File: src/rtl/relu_backward.sv
// rtl/relu_backward.sv - serial ReLU backward gradient gate with mask capture
//
// Captures a strictly-positive mask from the forward pre-activation vector,
// then gates an upstream gradient vector one element per cycle.
// Optional macro: RELU_BWD_LEAKY_EN (negative-region gradient = grad >>> LEAK_SHIFT).
//
// Ports:
//   clk            rising-edge clock
//   reset_n        asynchronous active-low reset
//   mask_load      capture preact_vector into the mask register (IDLE only)
//   preact_vector  forward pre-activation values, NUM_CLASSES signed words
//   start          begin a backward pass on grad_in (IDLE only)
//   grad_in        upstream gradient vector, NUM_CLASSES signed words
//   busy           high while in PROCESS or DONE
//   done           one-cycle completion pulse
//   mask_valid     mask register holds a captured mask
//   grad_out       gated gradient vector, NUM_CLASSES signed words

module relu_backward #(
   parameter int NUM_CLASSES   = 3,
   parameter int FP_TOTAL_BITS = 16,
   parameter int FP_FRAC_BITS  = 8,
   parameter int LEAK_SHIFT    = 3
) (
   input  logic                            clk,
   input  logic                            reset_n,
   input  logic                            mask_load,
   input  logic signed [FP_TOTAL_BITS-1:0] preact_vector [NUM_CLASSES],
   input  logic                            start,
   input  logic signed [FP_TOTAL_BITS-1:0] grad_in       [NUM_CLASSES],
   output logic                            busy,
   output logic                            done,
   output logic                            mask_valid,
   output logic signed [FP_TOTAL_BITS-1:0] grad_out      [NUM_CLASSES]
);

   localparam int IDX_W = (NUM_CLASSES > 1) ? $clog2(NUM_CLASSES) : 1;
   localparam logic [IDX_W-1:0] LAST_IDX = IDX_W'(NUM_CLASSES - 1);

   // Fractional bits are a labelling convention only; the gate never rescales.
   if (LEAK_SHIFT < 0 || LEAK_SHIFT >= FP_TOTAL_BITS ||
       FP_FRAC_BITS < 0 || FP_FRAC_BITS >= FP_TOTAL_BITS) begin : g_bad_params
      $error("relu_backward: parameter out of range");
   end

   typedef enum logic [1:0] {
      ST_IDLE    = 2'd0,
      ST_PROCESS = 2'd1,
      ST_DONE    = 2'd2
   } state_t;

   state_t                          state_q, state_d;
   logic [IDX_W-1:0]                idx_q, idx_d;
   logic [NUM_CLASSES-1:0]          mask_q, mask_d;
   logic                            mask_valid_q, mask_valid_d;
   logic                            done_q, done_d;
   logic signed [FP_TOTAL_BITS-1:0] grad_buf_q [NUM_CLASSES];
   logic signed [FP_TOTAL_BITS-1:0] grad_buf_d [NUM_CLASSES];
   logic signed [FP_TOTAL_BITS-1:0] grad_out_q [NUM_CLASSES];
   logic signed [FP_TOTAL_BITS-1:0] grad_out_d [NUM_CLASSES];
   logic signed [FP_TOTAL_BITS-1:0] neg_val;

   // Value written for elements whose forward input was not strictly positive.
   always_comb begin
`ifdef RELU_BWD_LEAKY_EN
      neg_val = grad_buf_q[idx_q] >>> LEAK_SHIFT;
`else
      neg_val = '0;
`endif
   end

   always_comb begin
      state_d      = state_q;
      idx_d        = idx_q;
      mask_d       = mask_q;
      mask_valid_d = mask_valid_q;
      done_d       = 1'b0;
      grad_buf_d   = grad_buf_q;
      grad_out_d   = grad_out_q;

      case (state_q)
         ST_IDLE: begin
            if (mask_load) begin
               // Derivative at exactly zero is taken as 0, so the mask is x > 0.
               for (int i = 0; i < NUM_CLASSES; i++) begin
                  mask_d[i] = ~preact_vector[i][FP_TOTAL_BITS-1] && (preact_vector[i] != '0);
               end
               mask_valid_d = 1'b1;
            end
            // A same-cycle mask_load counts as a valid mask; the pass then
            // sees the freshly captured mask since it reads mask_q next cycle.
            if (start && (mask_valid_q || mask_load)) begin
               grad_buf_d = grad_in;
               idx_d      = '0;
               state_d    = ST_PROCESS;
            end
         end
         ST_PROCESS: begin
            grad_out_d[idx_q] = mask_q[idx_q] ? grad_buf_q[idx_q] : neg_val;
            if (idx_q == LAST_IDX) begin
               state_d = ST_DONE;
            end else begin
               idx_d = idx_q + IDX_W'(1);
            end
         end
         ST_DONE: begin
            done_d  = 1'b1;
            state_d = ST_IDLE;
         end
         default: begin
            state_d = ST_IDLE;
         end
      endcase
   end

   always_ff @(posedge clk or negedge reset_n) begin
      if (!reset_n) begin
         state_q      <= ST_IDLE;
         idx_q        <= '0;
         mask_q       <= '0;
         mask_valid_q <= 1'b0;
         done_q       <= 1'b0;
         for (int i = 0; i < NUM_CLASSES; i++) begin
            grad_buf_q[i] <= '0;
            grad_out_q[i] <= '0;
         end
      end else begin
         state_q      <= state_d;
         idx_q        <= idx_d;
         mask_q       <= mask_d;
         mask_valid_q <= mask_valid_d;
         done_q       <= done_d;
         grad_buf_q   <= grad_buf_d;
         grad_out_q   <= grad_out_d;
      end
   end

   // The done pulse is registered on leaving DONE, so it lands in the first
   // IDLE cycle; a start presented alongside it is accepted on the next edge.
   assign busy       = (state_q != ST_IDLE);
   assign done       = done_q;
   assign mask_valid = mask_valid_q;
   assign grad_out   = grad_out_q;

endmodule

File: config.mk
export PLATFORM = sky130hd
export DESIGN_NAME = relu_backward
export DESIGN_NICKNAME = d
export VERILOG_FILES = /design/src/rtl/relu_backward.sv
export SDC_FILE = /design/constraint.sdc
export NUM_CORES = 1
export LEC_CHECK = 0
export ABC_AREA = 0
export CAP_MARGIN = 40
export CORE_MARGIN = 2
export CORE_UTILIZATION = 37
export CTS_BUF_LIST = sky130_fd_sc_hd__clkbuf_8
export CTS_CLUSTER_DIAMETER = 80
export DETAILED_ROUTE_END_ITERATION = 8
export GPL_TIMING_DRIVEN = 0
export PLACE_DENSITY = 0.67
export SKIP_CTS_REPAIR_TIMING = 1
export SLEW_MARGIN = 20
export SYNTH_ARGS = -nofsm -noshare
export SYNTH_HDL_FRONTEND = slang
export SYNTH_SLANG_ARGS = --single-unit
File: constraint.sdc
create_clock -name clk -period 5.1 [get_ports clk]
set_input_delay 1.02 -clock clk [delete_from_list [all_inputs] [get_ports clk]]
set_output_delay 1.02 -clock clk [all_outputs]
set_load 0.01 [all_outputs]
==> key figures, run 1 <==
Clock network
  • Htree depth: 3
  • Worst-case clock buffer depth: 2
  • CTS Buf Count: 9
  • Worst-path clk slew: about 0.090 ns
  • CTS tree: yes
  • CTS root buffer: clkbuf_8
  • Sink Count: 105
  • Clk Latency, worst-skew pair: roughly 0.37 ns

Logic synthesis
  • Net Count, Synth: 475
  • Compound-Gate Fraction of Synth Area: 0.124
  • Warnings from Yosys: 0
  • Most frequent cell after synthesis: dfrtp_1
  • Main combinational cell family by area after synthesis: multiplexers
  • Synth Instances: about 370
  • FFs w/ async S/R, synth: 1.00
  • Top post-synthesis cells by area: dfrtp_1 (57%), mux2_2 (16%), a311oi_1 (8.7%), nor2_1 (3.9%), nand2_1 (2.8%)
  • Number of synthesized flops with an enable pin: 0
  • Simple logic cell fraction of the synthesized area: 0.103
  • Post-synth top area share: 0.567
  • Synth Flop Type: dfrtp_1
  • Synth area leader: dfrtp_1
  • Mux share of post-synthesis cell area: 0.161
  • Number of synthesized register bits: 105
  • Library cells used by synthesis: 29
  • Area of the mapped netlist: 4630 sq um
  • Sequential fraction of the synthesis area: 0.567
  • Synth Area in Adders: 0.00810
  • Syn Area/Cell: ~12 sq um
  • Synth cell count leaders: dfrtp_1 (105), mux2_2 (64), nor2_1 (48), a311oi_1 (46), nand2_1 (35)
  • XOR/XNOR share of the synthesized area: 0

Critical path
  • Crit end category: primary output
  • Worst path cell trace: or2_1 -> clkdlybuf4s50_1
  • Crit path launch type: register
  • Kind of critical path: reg -> out
  • Worst EP required: 4.08 ns
  • CP max-delay cell: clkdlybuf4s50_1
  • R2R setup slack: 2.61 ns
  • Critical path arrival: 1.64 ns
  • Reg2reg path depth: 8
  • Crit path max fanout: 9
  • Crit path depth: 2
  • Crit path from: state_q[0]
  • Worst path buffer plus inverter count: 1
  • Max incr delay on CP: 0.51 ns
  • Critical R2R Capture: grad_out[37]
  • RR Startpoint: idx_q[1]
  • Crit path to: busy
  • Critical path's top delay family: buffers and inverters

STA
  • Final slew viol count: 0
  • FMAX: 376 MHz
  • Slew of the pin with the lowest slew margin: between 0.5 and 0.6 ns
  • Period minus WS final: roughly 2.7 ns
  • Slew headroom: 0.626
  • Clock skew: 0.0134 ns
  • Final hold violations: 0
  • Setup-violating endpoint count in the final report: 0
  • Crit share post-route: 0.521
  • RSZ-0062 raised after global routing: no

Die
  • Die W: 116 um
  • Initial Util: 0.382
  • DIE HEIGHT: 116 um
  • Site Rows: 40
  • I/O pin count: 151
  • Die area: 13,400 sq um
  • Core area: between 10,000 and 15,000 sq um

Cells and area
  • Final Non-Filler Cells: 707
  • Area growth, synth to finish: 42.4%
  • Nets@finish: 637
  • Fraction of layout cells with a size suffix above 1: 0.200
  • Ant diodes: 0

Route
  • Routed wire length: approximately 13,000 um
  • Via density: 5.11
  • # DRC: 0
  • Initial DRC Count: 212
  • Antenna Violating Nets Remaining: 0
  • Wire per inst: between 15 and 20 um
  • Vias: about 3,600
  • TritonRoute pass-1 iters: 6

Global routing
  • Initial antenna violation count: 0
  • Pin count of the biggest net entering global routing: 73
  • Vias in the first global route: approximately 3,700
  • GRT Overall Usage: 0.190
  • Final global-route overflow total: 0
  • First-pass GRT wire length: 19,400 um

Power
  • Leak: 0.00268 uW
  • Worst IR Drop VDD: just under 300 uV
  • Power per standard cell area: 623 nW/um^2
  • Overall power: 4110 uW

Placement
  • Port bufs: 150
  • GPL Wtd Cong: 0.821
  • Half-perimeter wire length after placement: 9540 um
  • Inst Count DP: 691

Min path
  • Min-delay worst type: reg -> reg

Run status
  • Outcome: finished, final reports clean

Run
  • Max Cap Viol: 0
[area by class of cell]
type                       instances  area (sq um)
inverter                           4          15.0
tap                              168           210
sequential                       105          2630
fill                            1086          5520
buffer                            26           155
multi-input combinational        237          1830
clock inverter                     6          83.8
timing repair buffer             151          1530
clock buffer                      10           138
[per-stage QoR]
stage | TNS, ns | hold slack, ns | utilization | area, sq um | setup slack (ns)
finish | 0 | 0.492 | 0.544 | 6590 | 2.44
global route | 0 | 0.527 | 0.544 | 6590 | 2.38
CTS | 0 | 0.495 | 0.544 | 6590 | 2.42
detailed placement | 0 | 0.474 | 0.526 | 6370 | 2.41
global placement | -83.55 | 0.468 | 0.524 | 6340 | -0.804
floorplan | 0 | 0.450 | - | 4630 | 3.09
[placed cells by master (no fill, tap or decap), types with 5 or more instances in the layout]
| cell | count |
|---|---|
| buf_6 | 6 |
| mux2_2 | 64 |
| nor4_1 | 9 |
| a311oi_1 | 46 |
| clkbuf_1 | 7 |
| inv_1 | 6 |
| clkbuf_8 | 10 |
| nor2_1 | 48 |
| dfrtp_1 | 105 |
| buf_2 | 13 |
| o21ai_0 | 5 |
| nand2_1 | 35 |
| clkdlybuf4s50_1 | 149 |
[worst min-delay path by stage]
| stage | slack [ns] | depth (start not counted) | start | end |
|---|---|---|---|---|
| after floorplan | 0.45 | 2 | mask_q[0] | mask_q[0] |
| after global routing | 0.53 | 1 | reset_n | grad_out[18] |
| final | 0.49 | 2 | mask_q[1] | mask_q[1] |
| after CTS | 0.50 | 2 | mask_q[0] | mask_q[0] |
| after global placement | 0.47 | 2 | mask_q[1] | mask_q[1] |
| after detailed placement | 0.47 | 2 | mask_q[0] | mask_q[0] |
[per-layer routing]
metal  part of all wire  global-route usage
met1               0.44               0.256
met2               0.49               0.311
met3              0.048              0.0329
met4              0.018              0.0643
met5                  0                   0
[registers in the layout, summed over array words and instances, names as in the netlist]
register / flops
idx_q: 2
grad_out: 48
mask_q: 3
done: 1
state_q: 2
mask_valid: 1
grad_buf_q: 48
[power breakdown]
| group | leakage [uW] | total (uW) | switching, uW | internal, uW |
|---|---|---|---|---|
| Clock | 0.000115 | 566 | 278 | 288 |
| Combinational | 0.00130 | 2030 | 983 | 1050 |
| Sequential | 0.00126 | 1510 | 255 | 1260 |
| Total | 0.00268 | 4110 | 1520 | 2590 |
[worst reg2reg max path, cell delays in order (launching register included)]
cell      delay, ns
dfrtp_1        0.43
inv_1          0.12
buf_2          0.29
buf_2          0.27
ha_1           0.21
and3b_1        0.17
clkbuf_1       0.20
clkbuf_1       0.47
a311oi_2       0.18
[logic make-up after synthesis]
group / after synthesis
simple gates: 108
flops: 105
mux: 66
compound gates: 60
buf+inv: 30
fa+ha+maj: 3
No activity file was read; power rests on OpenSTA's default activity.
==> run 2, diff against run 1 <==
--- a/config.mk
+++ b/config.mk
@@ -13,7 +13,7 @@
 export CTS_CLUSTER_DIAMETER = 80
 export DETAILED_ROUTE_END_ITERATION = 8
 export GPL_TIMING_DRIVEN = 0
-export PLACE_DENSITY = 0.67
+export PLACE_DENSITY = 0.69
 export SKIP_CTS_REPAIR_TIMING = 1
 export SLEW_MARGIN = 20
 export SYNTH_ARGS = -nofsm -noshare
==> constraint.sdc (replaced) <==
create_clock -name clk -period 2.4 [get_ports clk]
set_input_delay 0.48 -clock clk [delete_from_list [all_inputs] [get_ports clk]]
set_output_delay 0.48 -clock clk [all_outputs]
set_load 0.01 [all_outputs]
==> run 2 against run 1 <==
The flow now finishes with violations (negative hold slack). Combinational power is 110% higher. Clock power is 74% higher. Flip-flop and latch count stayed put. Critical path type is now reg -> reg.
==> key figures, run 2 (same netlist as run 1, synthesis figures left out) <==
Clock network
  • Clk Latency, worst-skew pair: 0.37 ns
  • CTS tree: yes
  • Worst-path clk slew: 0.09 ns
  • CTS Buf Count: 9
  • CTS root buffer: clkbuf_8
  • Sink Count: 105
  • Worst-case clock buffer depth: 2
  • Htree depth: 3

Run status
  • Failing checks: negative hold slack
  • Outcome: complete, but fails checks

STA
  • Clock skew: 0.0125 ns
  • Slew of the pin with the lowest slew margin: 0.476 ns
  • Period minus WS final: approximately 2.2 ns
  • Slew headroom: 0.683
  • Crit share post-route: 0.899
  • FMAX: 463 MHz
  • Final slew viol count: 0
  • Setup-violating endpoint count in the final report: 0
  • Final hold violations: 14
  • RSZ-0062 raised after global routing: no
  • Hold slack: -0.0157 ns

Critical path
  • Critical path arrival: 2.40 ns
  • Crit path launch type: register
  • Kind of critical path: reg -> reg
  • Crit path max fanout: 11
  • Crit end category: register
  • Worst EP required: 2.64 ns

Power
  • Overall power: 8560 uW
  • Leak: 0.00268 uW
  • Worst IR Drop VDD: 497 uV
  • Power per standard cell area: approximately 1300 nW/um^2

Route
  • TritonRoute pass-1 iters: 4
  • Routed wire length: 12,500 um
  • # DRC: 0
  • Initial DRC Count: around 140
  • Vias: 3,575
  • Antenna Violating Nets Remaining: 0
  • Via density: 5.06
  • Wire per inst: around 18 um

Global routing
  • Initial antenna violation count: 0
  • Pin count of the biggest net entering global routing: 70
  • Final global-route overflow total: 0
  • First-pass GRT wire length: 19,100 um
  • GRT Overall Usage: 0.187
  • Vias in the first global route: 3,725

Die
  • Die area: 13,400 sq um
  • I/O pin count: 151
  • Site Rows: 40
  • Die W: 116 um
  • Initial Util: 0.382
  • DIE HEIGHT: between 100 and 150 um
  • Core area: 12,100 sq um

Run
  • Max Cap Viol: 0

Cells and area
  • Sequential Area: 2630 sq um
  • Area growth, synth to finish: 41.8%
  • Fraction of layout cells with a size suffix above 1: 0.210
  • Final Cell Area: about 6600 sq um
  • Most frequent cells in the layout: clkdlybuf4s50_1 (149), dfrtp_1 (105), mux2_2 (64)
  • Commonest non-fill, non-tap cell in the layout: clkdlybuf4s50_1
  • Ant diodes: 0
  • Multi-input logic area: 1830 sq um
  • Nets@finish: 636
  • # fillers: 1,086

Placement
  • Half-perimeter wire length after placement: 9650 um
  • Placed standard-cell area: 6370 sq um
  • Port bufs: 150
  • GPL Wtd Cong: 0.818

Min path
  • Min-delay worst type: in -> async
[run 2: changes by cell type in the layout (fill, tap and decap cells not counted), sizes merged]
cell,delta
buf,-3
bufinv,-2
clkbuf,+2
clkinv,+1
clkinvlp,+1
[run 2: final timing paths]
| path | from | endpoint | slack, ns | cells past startpoint |
|---|---|---|---|---|
| max | idx_q[1] | grad_out[31] | 0.24 | 8 |
| min | reset_n | grad_out[2] | -0.02 | 1 |
| max reg2reg | idx_q[1] | grad_out[31] | 0.24 | 8 |
| min reg2reg | mask_q[0] | mask_q[0] | 0.50 | 2 |
| max in group asynchronous | reset_n | grad_buf_q[43] | 1.76 | 2 |
| min in group clk | mask_q[0] | mask_q[0] | 0.50 | 2 |
[run 2: final cells by class]
type	instances	share of cell area
multi-input cells	237	0.279
plain buffers	25	0.0269
inverters	4	0.00229
flip-flops and latches	105	0.400
clock buffers	10	0.0210
well taps	168	0.0320
clock inverters	6	0.00552
repair buffers	151	0.233
[run 2: metrics by stage]
step / std cells / TNS, ns / util / setup WS [ns]
final: 706 / 0 / 0.542 / 0.241
after detailed placement: 691 / -0.0136 / 0.526 / -0.00763
after global placement: 690 / -309.74 / 0.524 / -2.96
after CTS: 707 / -0.199 / 0.540 / -0.0314
after floorplan: 372 / 0 / - / 0.424
after global routing: 706 / 0 / 0.542 / 0.0525
[run 2: report_power, final]
part,internal [uW],switching (uW)
Clock,398,585
Sequential,2670,546
Combinational,2260,2090
[run 2: worst max-delay path, cell delays in order, from the launching register on]
cell	delay (ns)
dfrtp_1	0.43
inv_1	0.13
clkbuf_4	0.25
clkbuf_4	0.23
ha_1	0.19
nand3b_1	0.12
a221oi_4	0.40
buf_6	0.21
a311oi_1	0.06
[run 2: per-layer routing]
metal,GRT usage,part of all wire
met4,0.0754,0.024
met2,0.311,0.49
met5,0,0
met3,0.0324,0.050
met1,0.243,0.43
==> run 3, diff against run 2 <==
--- a/config.mk
+++ b/config.mk
@@ -12,8 +12,8 @@
 export CTS_BUF_LIST = sky130_fd_sc_hd__clkbuf_8
 export CTS_CLUSTER_DIAMETER = 80
 export DETAILED_ROUTE_END_ITERATION = 8
+export DONT_BUFFER_PORTS = 1
 export GPL_TIMING_DRIVEN = 0
-export PLACE_DENSITY = 0.69
 export SKIP_CTS_REPAIR_TIMING = 1
 export SLEW_MARGIN = 20
 export SYNTH_ARGS = -nofsm -noshare
==> run 3 against run 2 <==
The run still ends with negative hold slack left. Via count decreased by 15%. Hold slack got worse by 0.19 ns. Critical path depth increased by 1. Largest cell class unchanged. Global-route usage decreased by 0.45 points. Critical endpoint is now grad_out[29]. Fmax decreased by 2.6%. Flip-flop and latch count unchanged. Die area unchanged. First-iteration DRC count increased by 2.9%. Setup slack got worse by 0.057 ns. Sequential share of layout area increased by 12 points.
==> key figures, run 3 (same netlist as run 1, synthesis figures left out) <==
STA
  • Hold slack: -0.209 ns
  • Slew headroom: 0.643
  • Period minus WS final: 2.22 ns
  • Crit share post-route: 0.923
  • Setup-violating endpoint count in the final report: 0
  • Final hold violations: 105
  • Final slew viol count: 0
  • Final worst slack: 0.185 ns
  • Clock skew: 0.0122 ns
  • Total negative setup slack: 0 ns
  • RSZ-0062 raised after global routing: yes
  • Slew of the pin with the lowest slew margin: 0.536 ns
  • FMAX: 451 MHz

Cells and area
  • Fraction of layout cells with a size suffix above 1: 0.278
  • Area growth, synth to finish: 9.51%
  • Nets@finish: 484
  • Final Cell Area: 5070 sq um
  • # fillers: between 1,000 and 1,500
  • Finished Core Util: 0.419
  • Most frequent cells in the layout: dfrtp_1 (105), mux2_2 (64), nor2_1 (48)
  • Commonest non-fill, non-tap cell in the layout: dfrtp_1

Run
  • Max Cap Viol: 0

Critical path
  • Worst path buffer plus inverter count: 5
  • Crit path to: grad_out[29]
  • R2R setup slack: ~0.18 ns
  • Crit end category: register
  • Worst path cell trace: inv_1 -> clkbuf_4 -> clkbuf_4 -> ha_1 -> and3b_1 -> clkbuf_1 -> clkbuf_4 -> nor2_1 -> a311oi_1
  • Crit path max fanout: 11
  • Critical path arrival: 2.50 ns
  • Critical R2R Capture: grad_out[29]
  • Crit path launch type: register
  • CP most frequent cell: clkbuf_4
  • Worst EP required: 2.68 ns
  • Max incr delay on CP: 0.43 ns
  • CP max-delay cell: dfrtp_1
  • RR Startpoint: idx_q[1]
  • Crit path depth: 9
  • Critical path's top delay family: buffers and inverters
  • Kind of critical path: reg -> reg
  • Reg2reg path depth: 9
  • Crit path from: idx_q[1]

Power
  • Power per standard cell area: between 1500 and 2000 nW/um^2
  • Worst IR Drop VDD: 633 uV
  • Leak: 0.00209 uW

Route
  • TritonRoute pass-1 iters: 4
  • Vias: about 3,000
  • Via density: 5.47
  • # DRC: 0
  • Routed wire length: 11,800 um
  • Initial DRC Count: 140
  • Antenna Violating Nets Remaining: 0
  • Wire per inst: ~21 um

Die
  • Die area: 13,400 sq um
  • Site Rows: 40
  • Initial Util: 0.382
  • DIE HEIGHT: roughly 120 um
  • Die W: 116 um
  • Core area: 12,100 sq um
  • I/O pin count: 151

Clock network
  • Clk Latency, worst-skew pair: 0.38 ns
  • Htree depth: 3
  • CTS tree: yes
  • Sink Count: 105
  • CTS Buf Count: 9
  • CTS root buffer: clkbuf_8
  • Worst-path clk slew: 0.10 ns
  • Worst-case clock buffer depth: 2

Placement
  • Port bufs: 0
  • GPL Wtd Cong: 0.807
  • Setup WS pre-CTS: -0.0423 ns
  • Half-perimeter wire length after placement: 8760 um
  • Placed standard-cell area: 4840 sq um

Global routing
  • First-pass GRT wire length: 18,100 um
  • Vias in the first global route: 3,164
  • Pin count of the biggest net entering global routing: 106
  • Final global-route overflow total: 0
  • GRT Overall Usage: 0.182
  • Initial antenna violation count: 0

Min path
  • Min-delay worst type: in -> async

Run status
  • Outcome: complete, but fails checks
  • Failing checks: negative hold slack
run 3: final cells by class:
type | instances | area, sq um | area share
Sequential cell | 105 | 2630 | 0.518
Multi-Input combinational cell | 237 | 1830 | 0.362
Tap cell | 168 | 210 | 0.0414
Buffer | 24 | 173 | 0.0340
Clock buffer | 10 | 138 | 0.0271
Clock inverter | 5 | 72.6 | 0.0143
Inverter | 4 | 15.0 | 0.00296
Antenna cell | 1 | 2.50 | 0.000493
run 3: per-layer routing:
layer	global-route usage	vias to the layer above	part of all wire
li1	-	1396	-
met1	0.237	1514	0.42
met2	0.285	103	0.48
met3	0.0675	16	0.081
met4	0.0579	0	0.018
met5	0	-	0
run 3: worst min path at each step:
stage	start	endpoint	slack [ns]	cells past startpoint
3_3_place_gp	reset_n	grad_buf_q[40]	0.19	0
2_1_floorplan	reset_n	done	0.18	0
4_1_cts	reset_n	grad_buf_q[18]	-0.23	0
5_1_grt	reset_n	grad_out[45]	-0.24	0
3_5_place_dp	reset_n	grad_buf_q[24]	0.19	0
6_report	reset_n	grad_out[32]	-0.21	0
run 3: worst reg2reg max path: stages, from the launching register on:
cell,delay (ns)
dfrtp_1,0.43
inv_1,0.12
clkbuf_4,0.24
clkbuf_4,0.24
ha_1,0.18
and3b_1,0.16
clkbuf_1,0.22
clkbuf_4,0.27
nor2_1,0.06
a311oi_1,0.20
run 3: report_power, final:
part	internal (uW)	leakage, uW	total, uW	switching [uW]
Clock	602	0.000115	1180	574
Combinational	1450	0.000714	3130	1680
Sequential	2670	0.00126	3490	816
Total	4730	0.00209	7790	3070
run 3: stage by stage:
| stage | power, uW | instances |
|---|---|---|
| after floorplan | 5730 | 372 |
| final | 7790 | 554 |
| after global routing | 8360 | 553 |
| after global placement | 6530 | 540 |
| after detailed placement | 6650 | 540 |
| after CTS | 7850 | 555 |
